`src/rtl/uart_pkg.sv`:
```
// Shared definitions for the UART transmit serializer and receive deserializer.
package uart_pkg;

  typedef enum logic [2:0] {
    IDLE,
    CAPT,
    START,
    DATA,
    PARITY,
    STOP
  } uart_state_t;

  localparam logic MARK  = 1'b1;
  localparam logic SPACE = 1'b0;

  // Even parity is the XOR of all data bits; odd parity is its inverse.
  // Callers zero-extend their data word, which leaves the XOR unchanged.
  function automatic logic parity_f(input logic [31:0] data, input logic odd);
    return (^data) ^ odd;
  endfunction

endpackage

```
`src/rtl/uart_baud_cnt.sv`:
```
// Bit-period counter: tick marks the last clock cycle of each serial bit period.
module uart_baud_cnt #(
  parameter int CLKS_PER_BIT = 16
) (
  input  logic clk,
  input  logic rst,
  input  logic clr,
  output logic tick
);

  localparam int CNT_W = $clog2(CLKS_PER_BIT);
  localparam logic [CNT_W-1:0] LAST = CNT_W'(CLKS_PER_BIT - 1);

  logic [CNT_W-1:0] cnt;

  always_ff @(posedge clk) begin
    if (rst || clr) begin
      cnt <= '0;
    end else if (cnt == LAST) begin
      cnt <= '0;
    end else begin
      cnt <= cnt + CNT_W'(1);
    end
  end

  assign tick = (cnt == LAST);

endmodule

```
`src/rtl/uart_tx_serializer.sv`:
```
// Pops bytes from the TX FIFO and shifts each one out on txd as an asynchronous serial frame.
module uart_tx_serializer
  import uart_pkg::*;
#(
  parameter int CLKS_PER_BIT = 16,
  parameter int DATA_W       = 8,
  parameter int PARITY_EN    = 0,
  parameter int PARITY_ODD   = 0,
  parameter int STOP_BITS    = 1
) (
  input  logic              clk,
  input  logic              rst,
  input  logic              tx_en,
  input  logic              fifo_empty,
  output logic              fifo_rd,
  input  logic [DATA_W-1:0] fifo_rdata,
  output logic              txd,
  output logic              busy,
  output logic              done
);

  localparam int BIT_W = (DATA_W > 1) ? $clog2(DATA_W) : 1;
  localparam logic [BIT_W-1:0] LAST_BIT = BIT_W'(DATA_W - 1);
  localparam logic LAST_STOP = 1'(STOP_BITS - 1);

  uart_state_t       state_q, state_d;
  logic [DATA_W-1:0] shift_q, shift_d;
  logic              parity_q, parity_d;
  logic [BIT_W-1:0]  bit_idx_q, bit_idx_d;
  logic              stop_idx_q, stop_idx_d;
  logic              txd_q, txd_d;
  logic              tick;
  logic              baud_clr;

  // Every bit period starts from zero: the counter restarts on each state change.
  assign baud_clr = (state_d != state_q) || (state_q == IDLE);

  uart_baud_cnt #(
    .CLKS_PER_BIT(CLKS_PER_BIT)
  ) u_baud (
    .clk (clk),
    .rst (rst),
    .clr (baud_clr),
    .tick(tick)
  );

  always_ff @(posedge clk) begin
    if (rst) begin
      state_q    <= IDLE;
      shift_q    <= '0;
      parity_q   <= 1'b0;
      bit_idx_q  <= '0;
      stop_idx_q <= 1'b0;
      txd_q      <= MARK;
    end else begin
      state_q    <= state_d;
      shift_q    <= shift_d;
      parity_q   <= parity_d;
      bit_idx_q  <= bit_idx_d;
      stop_idx_q <= stop_idx_d;
      txd_q      <= txd_d;
    end
  end

  always_comb begin
    state_d    = state_q;
    shift_d    = shift_q;
    parity_d   = parity_q;
    bit_idx_d  = bit_idx_q;
    stop_idx_d = stop_idx_q;
    done       = 1'b0;
    fifo_rd    = (state_q == IDLE) && tx_en && !fifo_empty && !rst;

    case (state_q)
      IDLE: begin
        if (fifo_rd) state_d = CAPT;
      end
      CAPT: begin
        shift_d    = fifo_rdata;
        parity_d   = parity_f(32'(fifo_rdata), PARITY_ODD != 0);
        bit_idx_d  = '0;
        stop_idx_d = 1'b0;
        state_d    = START;
      end
      START: begin
        if (tick) state_d = DATA;
      end
      DATA: begin
        if (tick) begin
          shift_d = shift_q >> 1;
          if (bit_idx_q == LAST_BIT) begin
            bit_idx_d = '0;
            state_d   = (PARITY_EN != 0) ? PARITY : STOP;
          end else begin
            bit_idx_d = bit_idx_q + BIT_W'(1);
          end
        end
      end
      PARITY: begin
        if (tick) state_d = STOP;
      end
      STOP: begin
        if (tick) begin
          if (stop_idx_q == LAST_STOP) begin
            stop_idx_d = 1'b0;
            state_d    = IDLE;
            done       = !rst;
          end else begin
            stop_idx_d = stop_idx_q + 1'b1;
          end
        end
      end
      default: state_d = IDLE;
    endcase

    // txd is registered from the upcoming state so it lines up with state_q.
    case (state_d)
      START:   txd_d = SPACE;
      DATA:    txd_d = shift_d[0];
      PARITY:  txd_d = parity_q;
      default: txd_d = MARK;
    endcase
  end

  assign txd  = txd_q;
  assign busy = (state_q != IDLE);

endmodule

```
`config.mk`:
```
export PLATFORM = sky130hd
export DESIGN_NAME = uart_tx_serializer
export DESIGN_NICKNAME = d
export VERILOG_FILES = /design/src/rtl/uart_pkg.sv /design/src/rtl/uart_baud_cnt.sv /design/src/rtl/uart_tx_serializer.sv
export SDC_FILE = /design/constraint.sdc
export NUM_CORES = 1
export LEC_CHECK = 0
export BUFFER_PORTS_ARGS = -buffer_cell sky130_fd_sc_hd__buf_2
export CAP_MARGIN = 0
export CORE_MARGIN = 5
export CORE_UTILIZATION = 49
export CTS_CLUSTER_DIAMETER = 40
export CTS_CLUSTER_SIZE = 16
export DETAILED_ROUTE_END_ITERATION = 8
export GPL_ROUTABILITY_DRIVEN = 0
export GPL_TIMING_DRIVEN = 0
export PLACE_DENSITY = 0.73
export SYNTH_ARGS = -nofsm -noshare
export SYNTH_HDL_FRONTEND = slang
export SYNTH_SLANG_ARGS = --single-unit
```
`constraint.sdc`:
```
create_clock -name clk -period 1.7 [get_ports clk]
set_clock_uncertainty 0.2 [all_clocks]
set_input_delay 0.085 -clock clk [delete_from_list [all_inputs] [get_ports clk]]
set_output_delay 0.085 -clock clk [all_outputs]
set_load 0.02 [all_outputs]
```
Yosys cells after proc, flatten, opt, wreduce, memory -nomap -nowiden --
Index checks and enable logic that the tools add are counted.
Cells by class: $add $sub $neg 3, multipliers 0, divide/modulo/power cells 0, $lt $le $gt $ge 0, equal/unequal tests 13, shift-type cells 0, mux-type cells 20, bitwise logic cells 0, reductions and logical operators 15
Operators with widths (number):
- $reduce_xor A32 Y1 | 1
- $mux W3 | 9
- $pmux W3 S6 | 1
- $pmux W8 S2 | 1
- $eq A3 B2 Y1 const B | 4
- $eq A3 B3 Y1 const B | 4
- $mux W8 | 1
- $pmux W3 S2 | 1
- $mux W1 | 5
- $add A4 B1 Y4 const B | 1
- $eq A4 B4 Y1 const B | 1
- $ne A2 B2 Y1 const B | 2
- $reduce_and A2 Y1 | 2
- $reduce_bool A2 Y1 | 2
- $add A3 B1 Y3 const B | 1
- $eq A3 B1 Y1 const B | 1
- $logic_and A1 B1 Y1 | 3
- $logic_not A3 Y1 | 1
- $ne A3 B3 Y1 | 1
- $pmux W1 S3 | 1
- $reduce_bool A3 Y1 | 1
- $logic_not A1 Y1 | 2
- $logic_or A1 B1 Y1 | 2
- $pmux W1 S2 | 1
- 2 further kinds | 2
Word-level totals: flip-flop bits (word level) 21, bits in latches 0, RAM bits 0, ROM bits 0, input bits 12, output and inout bits 4, memories kept 0

Logic depth before layout (Yosys ltp) --
Gate-level depths: netlist (run 1).
depth in word-level cells 10, gate-level depth with buffers 6

By module --
From an unflattened synthesis (run 1), not the netlist that was laid out.
Unflattened totals: cells, all modules 118, area, all modules 1038.5 um^2
By module, submodules not included:
- uart_tx_serializer | instances 1, cells each 102, area each 880.8 um^2, seq. area each 320.3 um^2
- uart_baud_cnt | instances 1, cells each 16, area each 157.7 um^2, seq. area each 80.1 um^2

Worst setup path after synthesis (run 1) --
Ideal clock, no wire load.
kind reg2reg, start point register u_baud.cnt[0], end point register u_baud.cnt[2], setup time 0.064 ns, arrival 1.369 ns, path slack 0.067 ns, cell stages (with the launch flop) 6, path buffers 1, clock period less this slack 1.633 ns, cells stage by stage dfxtp_1 ha_1 and3_1 buf_2 or3_4 nor2_1
Between the ends: cells in the longest elaborated chain, start to end 7, elaborated cells on any way between the ends 11, classes of those cells add/sub: 1; eq/ne: 2; mux: 5; reduce/logical: 3
Ends and longest elaborated chain:
- start, declared | line uart_baud_cnt.sv:14 | logic [CNT_W-1:0] cnt;
- start signal, assigned | line uart_baud_cnt.sv:22 | cnt <= cnt + CNT_W'(1);
- $eq A4 B4 Y1 | line uart_baud_cnt.sv:19, uart_baud_cnt.sv:26
- $mux W3 (on tied branches)
- $pmux W3 S6 | line uart_tx_serializer.sv:74 | case (state_q)
- $ne A3 B3 Y1 | line uart_tx_serializer.sv:36 | assign baud_clr = (state_d != state_q) || (state_q == IDLE);
- $logic_or A1 B1 Y1 | line uart_tx_serializer.sv:36
- $logic_or A1 B1 Y1 | line uart_baud_cnt.sv:17 | if (rst || clr) begin
- $reduce_or A2 Y1 (no source line)
Parallel ways exist; a longest one is shown, timed or not. A chain may end at the register's enable or synchronous reset.

Final worst setup path (run 1) --
start point register bit_idx_q[0], end point register txd_q, in the netlist txd
Between the ends: cells in the longest elaborated chain, start to end 6, elaborated cells on any way between the ends 8, classes of those cells eq/ne: 4; mux: 4
Ends and longest elaborated chain:
- start, declared | line uart_tx_serializer.sv:29 | logic [BIT_W-1:0] bit_idx_q, bit_idx_d;
- start signal, assigned | line uart_tx_serializer.sv:59 | bit_idx_q <= bit_idx_d;
- $eq A3 B3 Y1 (*) | line uart_tx_serializer.sv:91 | if (bit_idx_q == LAST_BIT) begin
- $mux W3 (*) | line uart_tx_serializer.sv:91
- $mux W3 (*) | line uart_tx_serializer.sv:89 | if (tick) begin
- $pmux W3 S6 (*) | line uart_tx_serializer.sv:74
- $eq A3 B3 Y1 or $eq A3 B2 Y1 (tied branches) | line uart_tx_serializer.sv:117 | case (state_d)
- $pmux W1 S3 (*) | line uart_tx_serializer.sv:117
- end signal, assigned | line uart_tx_serializer.sv:61 | txd_q <= txd_d;
- end, declared | line uart_tx_serializer.sv:31 | logic txd_q, txd_d;
Every way passes the cells marked *; elsewhere a longest branch is shown, timed or not.

==> metrics, run 1 <==
status completed; max-slew violations 0; mapped cell area 1077 um2; FF-to-FF setup slack between 0.06 and 0.07 ns; setup TNS 0 ns; Top Layer Used met4; worst skew pair latency between 0.3 and 0.4 ns; overall routed net length approximately 2.5 mm; area of the multi-input gates 670.6 um2; Seq/Total Area, Yosys 37.17%; Syn. warnings 0; Post-Route M1 WL about 1.1 mm; H-tree Lvls 1; DR vias 972; DP Wirelength between 1.5 and 2 mm; R2R depth 6; clock slew at reported path FFs about 0.12 ns; largest net degree at the start of global routing 13; CP bufs+invs 0; top cells by area, synth dfxtp_1 (37%), nor2_1 (9.4%), xnor2_1 (7.3%); P&R area growth vs syn 27.64%; met3 wire len 89 um; period utilization a little over nine tenths; number of global-route vias before repair a little over 900; Hold Path End shift_q[5]; post-synth cell types 40; EDFF count, synth 0; Setup Viol. Count Final 0; Crit path depth 6; final hold viol count 0; WL met2 roughly 1.3 mm; CP dominant cell by count ha_4; Worst slew margin 69.07%; Mapped Cells around 120; Main synth FF type dfxtp_1; Post-Syn Nets about 140; Port-buffer cells 14; DRT antenna net count 0; Slew @ Worst Pin approximately 0.46 ns; clock buffer depth 2; VDD IR-drop max 0.4654 mV; layout cell share with drive strength beyond 1 between 30% and 40%; final setup margin a little over 0.06 ns; Die Height 56.89 um; WS Path Type flop to flop; CP Cell Sequence ha_4 -> ha_4 -> nor4bb_4 -> mux2_4 -> a21bo_1 -> o21ai_1; PwrDens between 700 and 800 nW/um2; clock sinks 20; HP Class input port to flop; DRC Markers 0; Arr. time, crit path 1.69 ns; top-area cell type share of the netlist area roughly 37%; Syn Area/Cell roughly 8.8 um2; DIE WIDTH roughly 57 um; worst reg2reg endpoint txd; io pins 16; CP peak stage delay between 0.3 and 0.4 ns; synthesis-stage register bit count 20; Initial DRT Pass Iterations 4; clock root buffer master clkbuf_4; DP Worst Slack -0.03888 ns; area occupied by registers 411.6 um2; number of fill cells in the layout ~180; critical path's top delay family flip-flops; drt initial violations 38; Max-Cap Viols 0; Leak Pwr ~0.54 nW; Post-synth ARST share 0%; slowest stage cell, crit path dfxtp_2; Worst Path Required 1.75 ns; Tmin final ~1.6 ns; top cell type by total area after synthesis dfxtp_1; grt total ovfl 0; DIE AREA 3236 um2; Nets ~160; ANT cells 0; first-pass GRT wire length between 4 and 5 mm; crit path max fanout 3; core area between 2000 and 2500 um2; via/cell ratio between 5 and 6; Starting Density about half; Row Count 17; hold path start fifo_rdata[5]; Crit. End Element flop; Critical Path Start bit_idx_q[0]; Reg2Reg Launch Point bit_idx_q[0]; CTS tree yes; Worst Hold Path Cells 5; Critical Path Source Type flop; total track usage about 17%; fmax 0.6100 GHz; CTS buffer count 3; post-detailed-route wirelength per cell roughly 15 um; initial antenna violation count 0; RSZ-0062 raised after global routing true
logic make-up after synthesis:
| family | share of synthesized area [%] |
|---|---|
| compound gates | 16.49 |
| xor+xnor | 8.131 |
| fa+ha+maj | 3.485 |
| buf+inv | 7.782 |
| flops | 37.17 |
| mux | 2.323 |
| simple gates | 24.62 |
repair_timing:
action                     CTS  global route
setup buffers                0             1
gates resized for setup     12            13
hold buffers                 3             0
pin swaps                    0             1
setup endpoints to repair    9             7
hold endpoints to repair     3             0
area by class of cell:
cell class | count | area share [%]
Clock inverter | 1 | 2.184
Multi-Input combinational cell | 86 | 48.77
Buffer | 5 | 3.094
Sequential cell | 20 | 29.94
Timing Repair Buffer | 18 | 9.372
Tap cell | 28 | 2.548
Inverter | 9 | 2.457
Clock buffer | 3 | 1.638
stage by stage:
step / power [W] / hold WS [ns] / utilization [%] / instances / instance area (um2)
2_1_floorplan: 0.0005774 / 0.04579 / - / 123 / 1077
3_3_place_gp: 0.0006074 / 0.1822 / 55.04 / 165 / 1182
3_5_place_dp: 0.0006095 / 0.1881 / 55.04 / 165 / 1182
4_1_cts: 0.001003 / 0.02688 / 60.75 / 171 / 1305
5_1_grt: 0.001051 / 0.03866 / 64.01 / 170 / 1375
6_report: 0.001006 / 0.02707 / 64.01 / 170 / 1375
cell usage after synthesis (all sizes together), types with 2 or more instances:
library cell and instances:
nor2 28, dfxtp 20, inv 9, xnor2 9
a31oi 6, buf 6, o22ai 6, ha 3
a21o 2, a21oi 2, a22oi 2, clkbuf 2
nand2 2, nand3 2, nor3 2, nor4bb 2
or3 2
per-layer routing:
layer,vias to the layer above,GRT usage [%]
met3,12,3.678
met4,0,11.26
li1,466,-
met2,23,26.59
met5,-,0
met1,471,21.02
report_power, final:
group	leakage, nW	total (W)	internal, W	switching, W
registers	0.165	0.000484	0.000476	0.00000741
logic	0.347	0.000132	0.0000640	0.0000680
clock network	0.0279	0.000391	0.000238	0.000152
total	0.540	0.00101	0.000779	0.000228
worst max-delay path by stage:
| stage | to | slack, ns |
|---|---|---|
| 2_1_floorplan | u_baud.cnt[2] | 0.07 |
| 3_3_place_gp | u_baud.cnt[2] | 0.003 |
| 3_5_place_dp | u_baud.cnt[3] | -0.04 |
| 4_1_cts | done | 0.005 |
| 5_1_grt | done | -0.002 |
| 6_report | txd | 0.06 |
sequential cells by signal, summed over array words and instances, names as in the netlist:
name        flops
bit_idx_q       3
parity_q        1
shift_q         8
state_q         3
txd             1
u_baud.cnt      4
worst register-to-register path: cells and delay by family, from the launching register on:
kind | cells | cell delay (ns)
compound gates | 2 | 0.25
fa+ha+maj | 2 | 0.33
flops | 1 | 0.36
mux | 1 | 0.29
simple gates | 1 | 0.16
layout by cell type, fill, tap and decap left out, types with 3 or more instances in the layout:
master	netlist	final
nor2_1	27	27
dfxtp_1	20	15
buf_2	4	14
inv_1	9	9
xnor2_1	9	9
a31oi_1	6	6
o22ai_1	6	6
buf_6	2	4
ha_4	0	3
dfxtp_2	0	3
clkbuf_4	0	3
(Power assumes the default switching activity.)
==> run 2: changes to the inputs <==
--- a/config.mk
+++ b/config.mk
@@ -5,16 +5,17 @@
 export SDC_FILE = /design/constraint.sdc
 export NUM_CORES = 1
 export LEC_CHECK = 0
-export BUFFER_PORTS_ARGS = -buffer_cell sky130_fd_sc_hd__buf_2
 export CAP_MARGIN = 0
 export CORE_MARGIN = 5
-export CORE_UTILIZATION = 49
+export CORE_UTILIZATION = 54
 export CTS_CLUSTER_DIAMETER = 40
 export CTS_CLUSTER_SIZE = 16
 export DETAILED_ROUTE_END_ITERATION = 8
+export DONT_BUFFER_PORTS = 1
 export GPL_ROUTABILITY_DRIVEN = 0
 export GPL_TIMING_DRIVEN = 0
-export PLACE_DENSITY = 0.73
+export PLACE_DENSITY = 0.72
+export RECOVER_POWER = 50
 export SYNTH_ARGS = -nofsm -noshare
 export SYNTH_HDL_FRONTEND = slang
 export SYNTH_SLANG_ARGS = --single-unit
==> metrics, run 2 (synthesis gave the netlist of run 1 again) <==
io pins 16 (unchanged); Nets 151 (-4.4%); CTS buffer count 3 (unchanged); DR vias 914 (-6.0%); crit path max fanout 8 (+5); Setup Viol. Count Final 0 (unchanged); GRT Max-Usage Layer met2; grt met2 use 30.71% (+4.1 points); CTS tree yes; commonest non-fill, non-tap cell in the layout nor2_1; layout cell share with drive strength beyond 1 21.48% (-8.8 points); DRC Markers 0 (unchanged); leading registers by flop count shift_q: 8 flops, u_baud.cnt: 4 flops; ANT cells 0 (unchanged); Slew @ Worst Pin 0.4944 ns (+0.03039 ns); GRT met3 Usage 3.542% (-0.14 points); part of the power in registers 54.9% (+6.8 points); clock sinks 20 (unchanged); clock root buffer master clkbuf_4; total track usage 17.53% (+0.39 points); hold slack -0.003009 ns (-0.03008 ns); period utilization 98.41% (+2.0 points); Clk pwr share 31.9% (-6.9 points); grt total ovfl 0 (unchanged); Tmin final 1.673 ns (+0.03366 ns); Starting Density 56.05% (+5.9 points); WS Path Type input port to output port; Initial DRT Pass Iterations 4 (unchanged); DIE AREA 2988 um2 (-7.7%); PwrDens 676.2 nW/um2 (-7.6%); DRT antenna net count 0 (unchanged); via/cell ratio 5.642 (-1.3%); P&R area growth vs syn 21.14%; RSZ-0062 raised after global routing true; DP Wirelength 1.554 mm (-1.9%); sw frac 24.22% (+1.6 points); Die Height 54.67 um (-3.9%); Critical Path Source Type input port; clock slew at reported path FFs 0.12 ns (about the same); HP Class input port to flop; area post-placement 1111 um2 (-6.0%); max-slew violations 0 (unchanged); Row Count 16 (-1); Leak Pwr 0.4798 nW (-11%); final hold viol count 1 (+1); worst skew pair latency 0.30 ns (about the same); Port-buffer cells 0 (-14); most frequent cells in the layout nor2_1 (26), dfxtp_1 (17), inv_1 (9), xnor2_1 (9), dlygate4sd3_1 (8); failing checks hold timing; P_sw 0.0002138 W (-6.1%); part of the power in combinational logic 13.2% (about the same); first-pass GRT wire length 3.801 mm (-10%); clock buffer depth 2 (unchanged); fmax 0.5977 GHz (-2.0%); fin area 1305 um2 (-5.1%); Crit. End Element output port; Worst slew margin 67.04% (-2.0 points); DIE WIDTH 54.67 um (-3.9%); number of global-route vias before repair 869 (-4.8%); largest net degree at the start of global routing 12 (-1); Worst Path Required 1.41 ns (-0.34 ns); internal power 0.0006687 W (-14%); VDD IR-drop max 0.6361 mV (+37%); initial antenna violation count 0 (unchanged); Largest register FFs 8 (unchanged); GR Util met1 21.31% (+0.29 points); Top reg by flops shift_q; number of fill cells in the layout 167 (-8.2%); core area 1922 um2 (-11%); status complete, but fails checks; drt initial violations 15 (-61%); Max-Cap Viols 0 (unchanged); Arr. time, crit path 1.39 ns (-0.30 ns); post-detailed-route wirelength per cell 14.43 um (-3.6%); overall routed net length 2.338 mm (-8.1%); H-tree Lvls 1 (unchanged)
## run 2: cell count changes in the layout (fill, tap and decap cells not counted), moves of 2 or more
cell,change
nor3_2,-2
buf_2,-13
dlygate4sd3_1,+6
buf_4,+2
nor3_1,+2
dfxtp_1,+2
## run 2: path summary, 6_finish.rpt
| path | start | endpoint | slack (ns) | cells past startpoint |
|---|---|---|---|---|
| setup / recovery | rst | fifo_rd | 0.03 | 4 |
| hold / removal | fifo_rdata[4] | parity_q | -0.003 | 4 |
| setup reg to reg | bit_idx_q[1] | txd | 0.05 | 6 |
| hold reg to reg | u_baud.cnt[0] | u_baud.cnt[0] | 0.25 | 1 |
## run 2: critical path, cell delays in order
cell           delay, ns
dlygate4sd3_1       0.54
clkbuf_1            0.22
nor2_1              0.20
and4b_2             0.34
## run 2: final cells by class
cell class | count | area [um2] | share of cell area [%]
buffer | 7 | 53.80 | 4.123
multi-input combinational | 86 | 653.1 | 50.05
timing repair buffer | 9 | 87.58 | 6.711
sequential | 20 | 406.6 | 31.16
clock buffer | 4 | 36.28 | 2.780
inverter | 9 | 33.78 | 2.589
tap | 27 | 33.78 | 2.589
## run 2: routing by layer
metal / wire length (um) / vias to the layer above / part of all wire (%)
met5: 0 / - / 0
met4: 22 / 0 / 0.94
met3: 111 / 4 / 4.7
met2: 1201 / 26 / 51
met1: 1002 / 433 / 43
li1: - / 451 / -
## run 2: power by group through the flow
stage	sequential [W]	combinational, W	clock (W)
after floorplan	0.000494	0.0000830	0
after global placement	0.000496	0.0000948	0
after detailed placement	0.000496	0.0000961	0
after CTS	0.000486	0.000114	0.000281
after global routing	0.000486	0.000129	0.000309
final	0.000485	0.000116	0.000281
## run 2: timing repair
action,CTS,global route
hold buffers,8,0
setup buffers,0,1
setup endpoints to repair,8,10
resized for setup,7,13
endpoints found under the hold margin,8,0
pin swaps,0,1
## run 2: stage by stage
| stage | setup WS (ns) | util [%] | std cells | power [W] | setup TNS (ns) |
|---|---|---|---|---|---|
| 2_1_floorplan | 0.06677 | - | 123 | 0.0005774 | 0 |
| 3_3_place_gp | -0.003256 | 57.81 | 150 | 0.0005904 | -0.005403 |
| 3_5_place_dp | -0.04465 | 57.81 | 150 | 0.0005922 | -0.2161 |
| 4_1_cts | 0.01150 | 65.30 | 162 | 0.0008805 | 0 |
| 5_1_grt | -0.03478 | 67.90 | 162 | 0.0009246 | -0.08674 |
| 6_report | 0.02702 | 67.90 | 162 | 0.0008824 | 0 |
